`config.mk`:
```
export PLATFORM = sky130hd
export DESIGN_NAME = vic_prio_flat
export DESIGN_NICKNAME = d
export VERILOG_FILES = /design/src/rtl/vic_pkg.sv /design/src/rtl/vic_prio_if.sv /design/src/rtl/vic_prio_arb.sv /design/src/rtl/vic_prio.sv /design/src/flat_wrapper.sv
export SDC_FILE = /design/constraint.sdc
export NUM_CORES = 1
export LEC_CHECK = 0
export ABC_CLOCK_PERIOD_IN_PS = 1410
export CAP_MARGIN = 40
export CORE_MARGIN = 2
export CORE_UTILIZATION = 34
export CTS_CLUSTER_SIZE = 8
export DETAILED_ROUTE_END_ITERATION = 6
export PLACE_DENSITY = 0.74
export SETUP_SLACK_MARGIN = 0.02
export SYNTH_ARGS = -nofsm -noshare
export SYNTH_HDL_FRONTEND = slang
export SYNTH_SLANG_ARGS = --single-unit
```
`constraint.sdc`:
```
create_clock -name clk_sys -period 1.41 [get_ports clk_sys]
set_input_delay 0.282 -clock clk_sys [delete_from_list [all_inputs] [get_ports clk_sys]]
set_output_delay 0.282 -clock clk_sys [all_outputs]
set_load 0.05 [all_outputs]
```
`src/rtl/vic_pkg.sv`:
```
// Shared types for the vectored interrupt controller: handshake FSM states,
// the default spurious vector and the fixed-priority encoder helper.
package vic_pkg;

  typedef enum logic [1:0] {
    IDLE = 2'd0,
    ACK  = 2'd1,
    REL  = 2'd2
  } vic_state_e;

  localparam int          MAX_NUM      = 16;
  localparam logic [15:0] SPURIOUS_DEF = 16'o000000;

  typedef struct packed {
    logic       valid;
    logic [3:0] idx;
  } prio_t;

  // Highest set bit wins; later iterations override earlier ones.
  function automatic prio_t prio_enc(input logic [MAX_NUM-1:0] req);
    prio_t r;
    r.valid = 1'b0;
    r.idx   = 4'd0;
    for (int i = 0; i < MAX_NUM; i++) begin
      if (req[i]) begin
        r.valid = 1'b1;
        r.idx   = 4'(i);
      end
    end
    return r;
  endfunction

endpackage

```
`src/rtl/vic_prio_if.sv`:
```
// CPU-side acknowledge bus of the vectored interrupt controller.
//
// Handshake: stb_i is the request (valid), ack_o the reply (ready). The CPU
// raises stb_i and holds it until it sees ack_o; dat_o is valid while ack_o
// is high. The CPU then drops stb_i and the controller drops ack_o and dat_o
// on the next bus cycle, followed by a one-cycle gap before the next capture.
interface vic_prio_if;
  logic        stb_i;
  logic        irq_o;
  logic [15:0] dat_o;
  logic        ack_o;

  modport master (
    output stb_i,
    input  irq_o,
    input  dat_o,
    input  ack_o
  );

  modport slave (
    input  stb_i,
    output irq_o,
    output dat_o,
    output ack_o
  );
endinterface

```
`src/rtl/vic_prio_arb.sv`:
```
// Parametrised fixed-priority encoder: the highest-index active request wins.
// Also used by the disk DMA arbiter.
module vic_prio_arb
  import vic_pkg::*;
#(
  parameter int N = 4
) (
  input  logic [N-1:0] req,
  output logic         valid,
  output logic [3:0]   idx
);

  prio_t res;

  always_comb begin
    res = prio_enc(16'(req));
  end

  assign valid = res.valid;
  assign idx   = res.idx;

endmodule

```
`src/rtl/vic_prio.sv`:
```
// Vectored interrupt controller for the vm1 bus: NUM channels with per-channel
// edge/level capture, runtime mask, fixed priority and spurious vector.
module vic_prio
  import vic_pkg::*;
#(
  parameter int              NUM      = 4,
  parameter logic [NUM-1:0]  EDGE     = '1,
  parameter logic [15:0]     SPURIOUS = SPURIOUS_DEF
) (
  input  logic              clk_sys,
  input  logic              reset_n,
  input  logic              ce,
  input  logic [NUM-1:0]    ireq,
  input  logic [NUM-1:0]    mask,
  input  logic [16*NUM-1:0] ivec,
  vic_prio_if.slave         bus,
  output logic [NUM-1:0]    iack,
  output logic [NUM-1:0]    pending,
  output vic_state_e        state
);

  vic_state_e     state_q, state_d;
  logic [NUM-1:0] req_q, pending_q, pending_d;
  logic [NUM-1:0] iack_q, iack_d;
  logic [NUM-1:0] cand, set_edge, clr, win_onehot;
  logic           irq_q, irq_d, ack_q, ack_d;
  logic [15:0]    dat_q, dat_d, win_vec;
  logic           win_valid;
  logic [3:0]     win_idx;

  assign cand = pending_q & ~mask;

  vic_prio_arb #(.N(NUM)) u_arb (
    .req   (cand),
    .valid (win_valid),
    .idx   (win_idx)
  );

  assign win_onehot = win_valid ? (NUM'(1) << win_idx) : '0;

  always_comb begin
    win_vec = SPURIOUS;
    for (int k = 0; k < NUM; k++) begin
      if (win_valid && (win_idx == 4'(k))) begin
        win_vec = ivec[16*k +: 16];
      end
    end
  end

  // A fresh edge on a channel being acknowledged wins over the clear.
  assign set_edge  = ireq & ~req_q;
  assign pending_d = (EDGE & ((pending_q & ~clr) | set_edge)) | (~EDGE & ireq);

  always_comb begin
    state_d = state_q;
    ack_d   = ack_q;
    dat_d   = dat_q;
    iack_d  = '0;
    clr     = '0;
    irq_d   = 1'b0;
    case (state_q)
      IDLE: begin
        if (bus.stb_i) begin
          ack_d   = 1'b1;
          dat_d   = win_vec;
          iack_d  = win_onehot;
          clr     = win_onehot & EDGE;
          state_d = ACK;
        end else begin
          irq_d = |cand;
        end
      end
      ACK: begin
        if (!bus.stb_i) begin
          ack_d   = 1'b0;
          dat_d   = '0;
          state_d = REL;
        end
      end
      REL:     state_d = IDLE;
      default: state_d = IDLE;
    endcase
  end

  always_ff @(posedge clk_sys) begin
    if (!reset_n) begin
      state_q   <= IDLE;
      req_q     <= '0;
      pending_q <= '0;
      iack_q    <= '0;
      irq_q     <= 1'b0;
      ack_q     <= 1'b0;
      dat_q     <= '0;
    end else if (ce) begin
      state_q   <= state_d;
      req_q     <= ireq;
      pending_q <= pending_d;
      iack_q    <= iack_d;
      irq_q     <= irq_d;
      ack_q     <= ack_d;
      dat_q     <= dat_d;
    end
  end

  assign bus.irq_o = irq_q;
  assign bus.ack_o = ack_q;
  assign bus.dat_o = dat_q;
  assign iack      = iack_q;
  assign pending   = pending_q;
  assign state     = state_q;

endmodule
```
`src/flat_wrapper.sv`:
```
// flat-port wrapper written by rule: the top's interface ports become plain ports
module vic_prio_flat import vic_pkg::*;
#(
  parameter int              NUM      = 4,
  parameter logic [NUM-1:0]  EDGE     = '1,
  parameter logic [15:0]     SPURIOUS = SPURIOUS_DEF
)
  (clk_sys, reset_n, ce, ireq, mask, ivec, iack, pending, state, bus_stb_i, bus_irq_o, bus_dat_o, bus_ack_o);
  vic_prio_if bus_i ();
  input  logic clk_sys;
  input  logic reset_n;
  input  logic ce;
  input  logic [NUM-1:0] ireq;
  input  logic [NUM-1:0] mask;
  input  logic [16*NUM-1:0] ivec;
  output logic [NUM-1:0] iack;
  output logic [NUM-1:0] pending;
  output vic_state_e state;
  input wire logic [$bits(bus_i.stb_i)-1:0] bus_stb_i;
  output wire logic [$bits(bus_i.irq_o)-1:0] bus_irq_o;
  output wire logic [$bits(bus_i.dat_o)-1:0] bus_dat_o;
  output wire logic [$bits(bus_i.ack_o)-1:0] bus_ack_o;
  assign bus_i.stb_i = bus_stb_i;
  assign bus_irq_o = bus_i.irq_o;
  assign bus_dat_o = bus_i.dat_o;
  assign bus_ack_o = bus_i.ack_o;
  vic_prio #(.NUM(NUM), .EDGE(EDGE), .SPURIOUS(SPURIOUS)) u_core (.clk_sys(clk_sys), .reset_n(reset_n), .ce(ce), .ireq(ireq), .mask(mask), .ivec(ivec), .bus(bus_i), .iack(iack), .pending(pending), .state(state));
endmodule
```
==> out/metrics.cfg <==
[outcome]
outcome=complete, but fails checks
failed_checks=setup timing

[synth]
yosys.area_share.xor_xnor_pct=0.510
synth-async-reset-ratio_pct=0
post_synth_instance_area_um2=1720
post_synth_inst_count=191
seq_area_frac_synth_pct=37.3
synth_top_area_share_pct=37.3
synth_flop_cell=dfxtp_1
synthAdderAreaFrac_pct=0
syn-num-nets=267
largest_family_of_logic_cells_by_synthesized_area=compound AO/OA/AOI/OAI gates
synth_enable_flop_cells=0
synth_top_cell_by_area=dfxtp_1
synth-compound-area-share_pct=30.2
syn_area_per_cell_um2=8.99
post_synth_num_cell_types=32
flip_flop_and_latch_count_after_synthesis=32
synth.most_common_cell=dfxtp_1
dominant_cells_by_area_after_synthesis=dfxtp_1, o41ai_2, nor4_1
synth-simple-area-share_pct=23.8
synthMuxAreaShare_pct=2.33
synthesis.yosys.warnings=0
synth.top_cells.by_count=dfxtp_1, a21oi_1, nand2_1, nor4_1, o22ai_1

[setup_path]
worst_r2r_path_cells=5
timing.critical_path.to_type=flop
cp.arrival_ns=1.67
rr_endpoint=u_core.pending[1]$_SDFFE_PN0P_
critPathKind=reg -> reg
r2r_slack_ns=-0.08
timing.critical_path.from_type=flop
required_ns=1.59
crit-reg2reg-launch=u_core.state[1]$_SDFFE_PN0P_
worst_path_maximum_fanout=3

[pwr]
ir_drop_mv=0.472
totalPowerFinal_w=0.00273
power_density_nw_per_um2=705
power.leakage_nw=1.46

[clock_network]
worst_setup_hold_path_clk_slew_ns=0.07
cts.root.buffer_cell=clkbuf_8
post_cts_hold_buffer_count=0
clock_sink_count=32
cts_tree=yes
clk_latency_ns=0.29
cts_inserted_buffers=5
max-clock-path-buffers=2
ctsHtreeMaxLevel=2

[floorplanning]
fp-row-count=25
initial_utilization_pct=35.9
coreArea_um2=4790
die-width_um=75.1
die_footprint_um2=5630
die_y_um=75.1
num_io_pins=104

[layout]
final_layout_size_suffix_gt1_share_pct=38.9
num-nets-final=391
antenna_cells_inserted=0
areaGrowthSynthToFinish_pct=125
post_route_utilization_pct=80.8
filler_cell_count=278

[sta]
clock.fmax_mhz=672
fin_crit_ns=1.49
slew_headroom_pct=72.0
drv_slew=0
timing.final.setup_violations=5
post-route-period-util_pct=106
timing_hold_violations_final=0
layout_setup_ws_ns=-0.0792
max_slew.worst_pin.slew_ns=0.417
fin_setup_tns_ns=-0.154
rsz_0062_raised_after_global_routing=yes
finalClockSkew_ns=0.00886

[route]
remaining_antenna_violation_count_after_routing=0
drt-pass1-iter-count=4
wire_per_inst_um=20.8
met2_wirelength_um=4180
drt_first_iter_violations=111
post-route-drc-count=0
highest-signal-layer=met4
route.detailed.vias_per_inst=5.55
wirelength_met1_um=3040
met3_length_um=454
final_wirelength_um=7960
via_count=2124

[global_routing]
initial_antenna_violation_count=0
grt_start_max_net_pins=20
all_layer_gr_usage_pct=25.0
wire_length_of_the_first_global_routing_pass_um=10500
globalRoute.totalOverflow=0
via_count_of_the_first_global_routing_pass=2135

[hold_path]
holdPathEnd=u_core.pending[0]$_SDFFE_PN0P_
worst_hold_startpoint=mask[0]
hold_path_class=in -> reg
cells_on_worst_hold_path=3

[placement]
port_buffers=103
globalplace.congestion=0.771
dp_hpwl_um=4640

[job]
drv.max_cap_violation_count=0

[cell type report]
class | instances | area, um2 | share of cell area, %
repair buffers | 134 | 1690 | 43.6
flip-flops and latches | 32 | 661 | 17.1
well taps | 67 | 83.8 | 2.17
multi-input cells | 139 | 1340 | 34.5
inverters | 3 | 11.3 | 0.291
clock buffers | 8 | 90.1 | 2.33
[layout by cell type, fill, tap and decap left out, types with 3 or more instances in the layout]
cell             Yosys  final
clkdlybuf4s50_1      0     70
buf_12               0     34
dfxtp_1             32     26
a21oi_1             18     17
nand2_1             18     15
o22ai_1             17     14
buf_4                1     13
nor2b_1             14     12
o41ai_2             10     11
buf_6                1     10
nor4_2               0      9
nor4_4               0      6
clkbuf_8             0      6
a21boi_1             6      5
o41ai_4              0      5
dfxtp_4              0      5
nand3b_1             4      4
mux2i_1              4      4
nand2b_4             0      3
inv_1                3      3
o22ai_2              0      3
nand2_2              1      3
dlymetal6s2s_1       0      3
[registers in the layout (all words and copies together), names as in the netlist]
register	cells
u_core.bus.ack_o	1
u_core.bus.dat_o	16
u_core.bus.irq_o	1
u_core.iack	4
u_core.pending	4
u_core.req_q	4
u_core.state	2
[report_power, final]
part / total (W) / internal [W] / leakage, nW / switching [W]
combinational: 0.000985 / 0.000529 / 1.15 / 0.000456
clock: 0.000755 / 0.000398 / 0.0455 / 0.000356
sequential: 0.000988 / 0.000942 / 0.264 / 0.0000463
[critical path, stage by stage (launching register included)]
cell	delay (ns)
dfxtp_4	0.34
buf_4	0.14
nand4bb_1	0.26
nor4_1	0.43
nand2b_1	0.17
a21boi_1	0.05
[metal layers]
layer	global-route usage (%)	vias up
met5	0	-
met4	12.5	0
met3	4.42	23
met2	42.9	98
met1	30.0	1024
li1	-	979
[repair_timing]
item	4_1_cts	5_1_grt
resized for setup	27	46
pin swaps	2	11
setup endpoints to repair	19	22
gates cloned	2	2
buffers inserted	5	3
[logic make-up after synthesis]
logic type                Yosys count
and+or+nand+nor                    67
buffers and inverters              21
muxes                               4
xor gates and xnor gates            1
AOI/OAI and AO/OA                  66
DFF                                32
[stage by stage]
step	worst slack, ns	area [um2]	hold slack, ns	std cells
floorplan	0.0201	1770	0.425	191
global placement	-0.328	3270	0.478	365
detailed placement	-0.401	3270	0.488	365
CTS	-0.0325	3580	0.510	380
global route	-0.206	3870	0.448	383
finish	-0.0792	3870	0.434	383
[how the worst max path moves through the flow]
| stage | start | end | slack [ns] | depth (start not counted) |
|---|---|---|---|---|
| floorplan | u_core.pending[2]$_SDFFE_PN0P_ | u_core.bus.dat_o[0]$_SDFFE_PN0P_ | 0.02 | 5 |
| detailed placement | ce | u_core.bus.dat_o[1]$_SDFFE_PN0P_ | -0.40 | 6 |
| global placement | ce | u_core.bus.dat_o[4]$_SDFFE_PN0P_ | -0.33 | 6 |
| finish | u_core.state[1]$_SDFFE_PN0P_ | u_core.pending[1]$_SDFFE_PN0P_ | -0.08 | 5 |
| CTS | u_core.state[1]$_SDFFE_PN0P_ | u_core.bus.dat_o[15]$_SDFFE_PN0P_ | -0.03 | 5 |
| global route | u_core.state[1]$_SDFFE_PN0P_ | u_core.pending[1]$_SDFFE_PN0P_ | -0.21 | 5 |
Note: power is estimated with default switching activity, not from simulation.
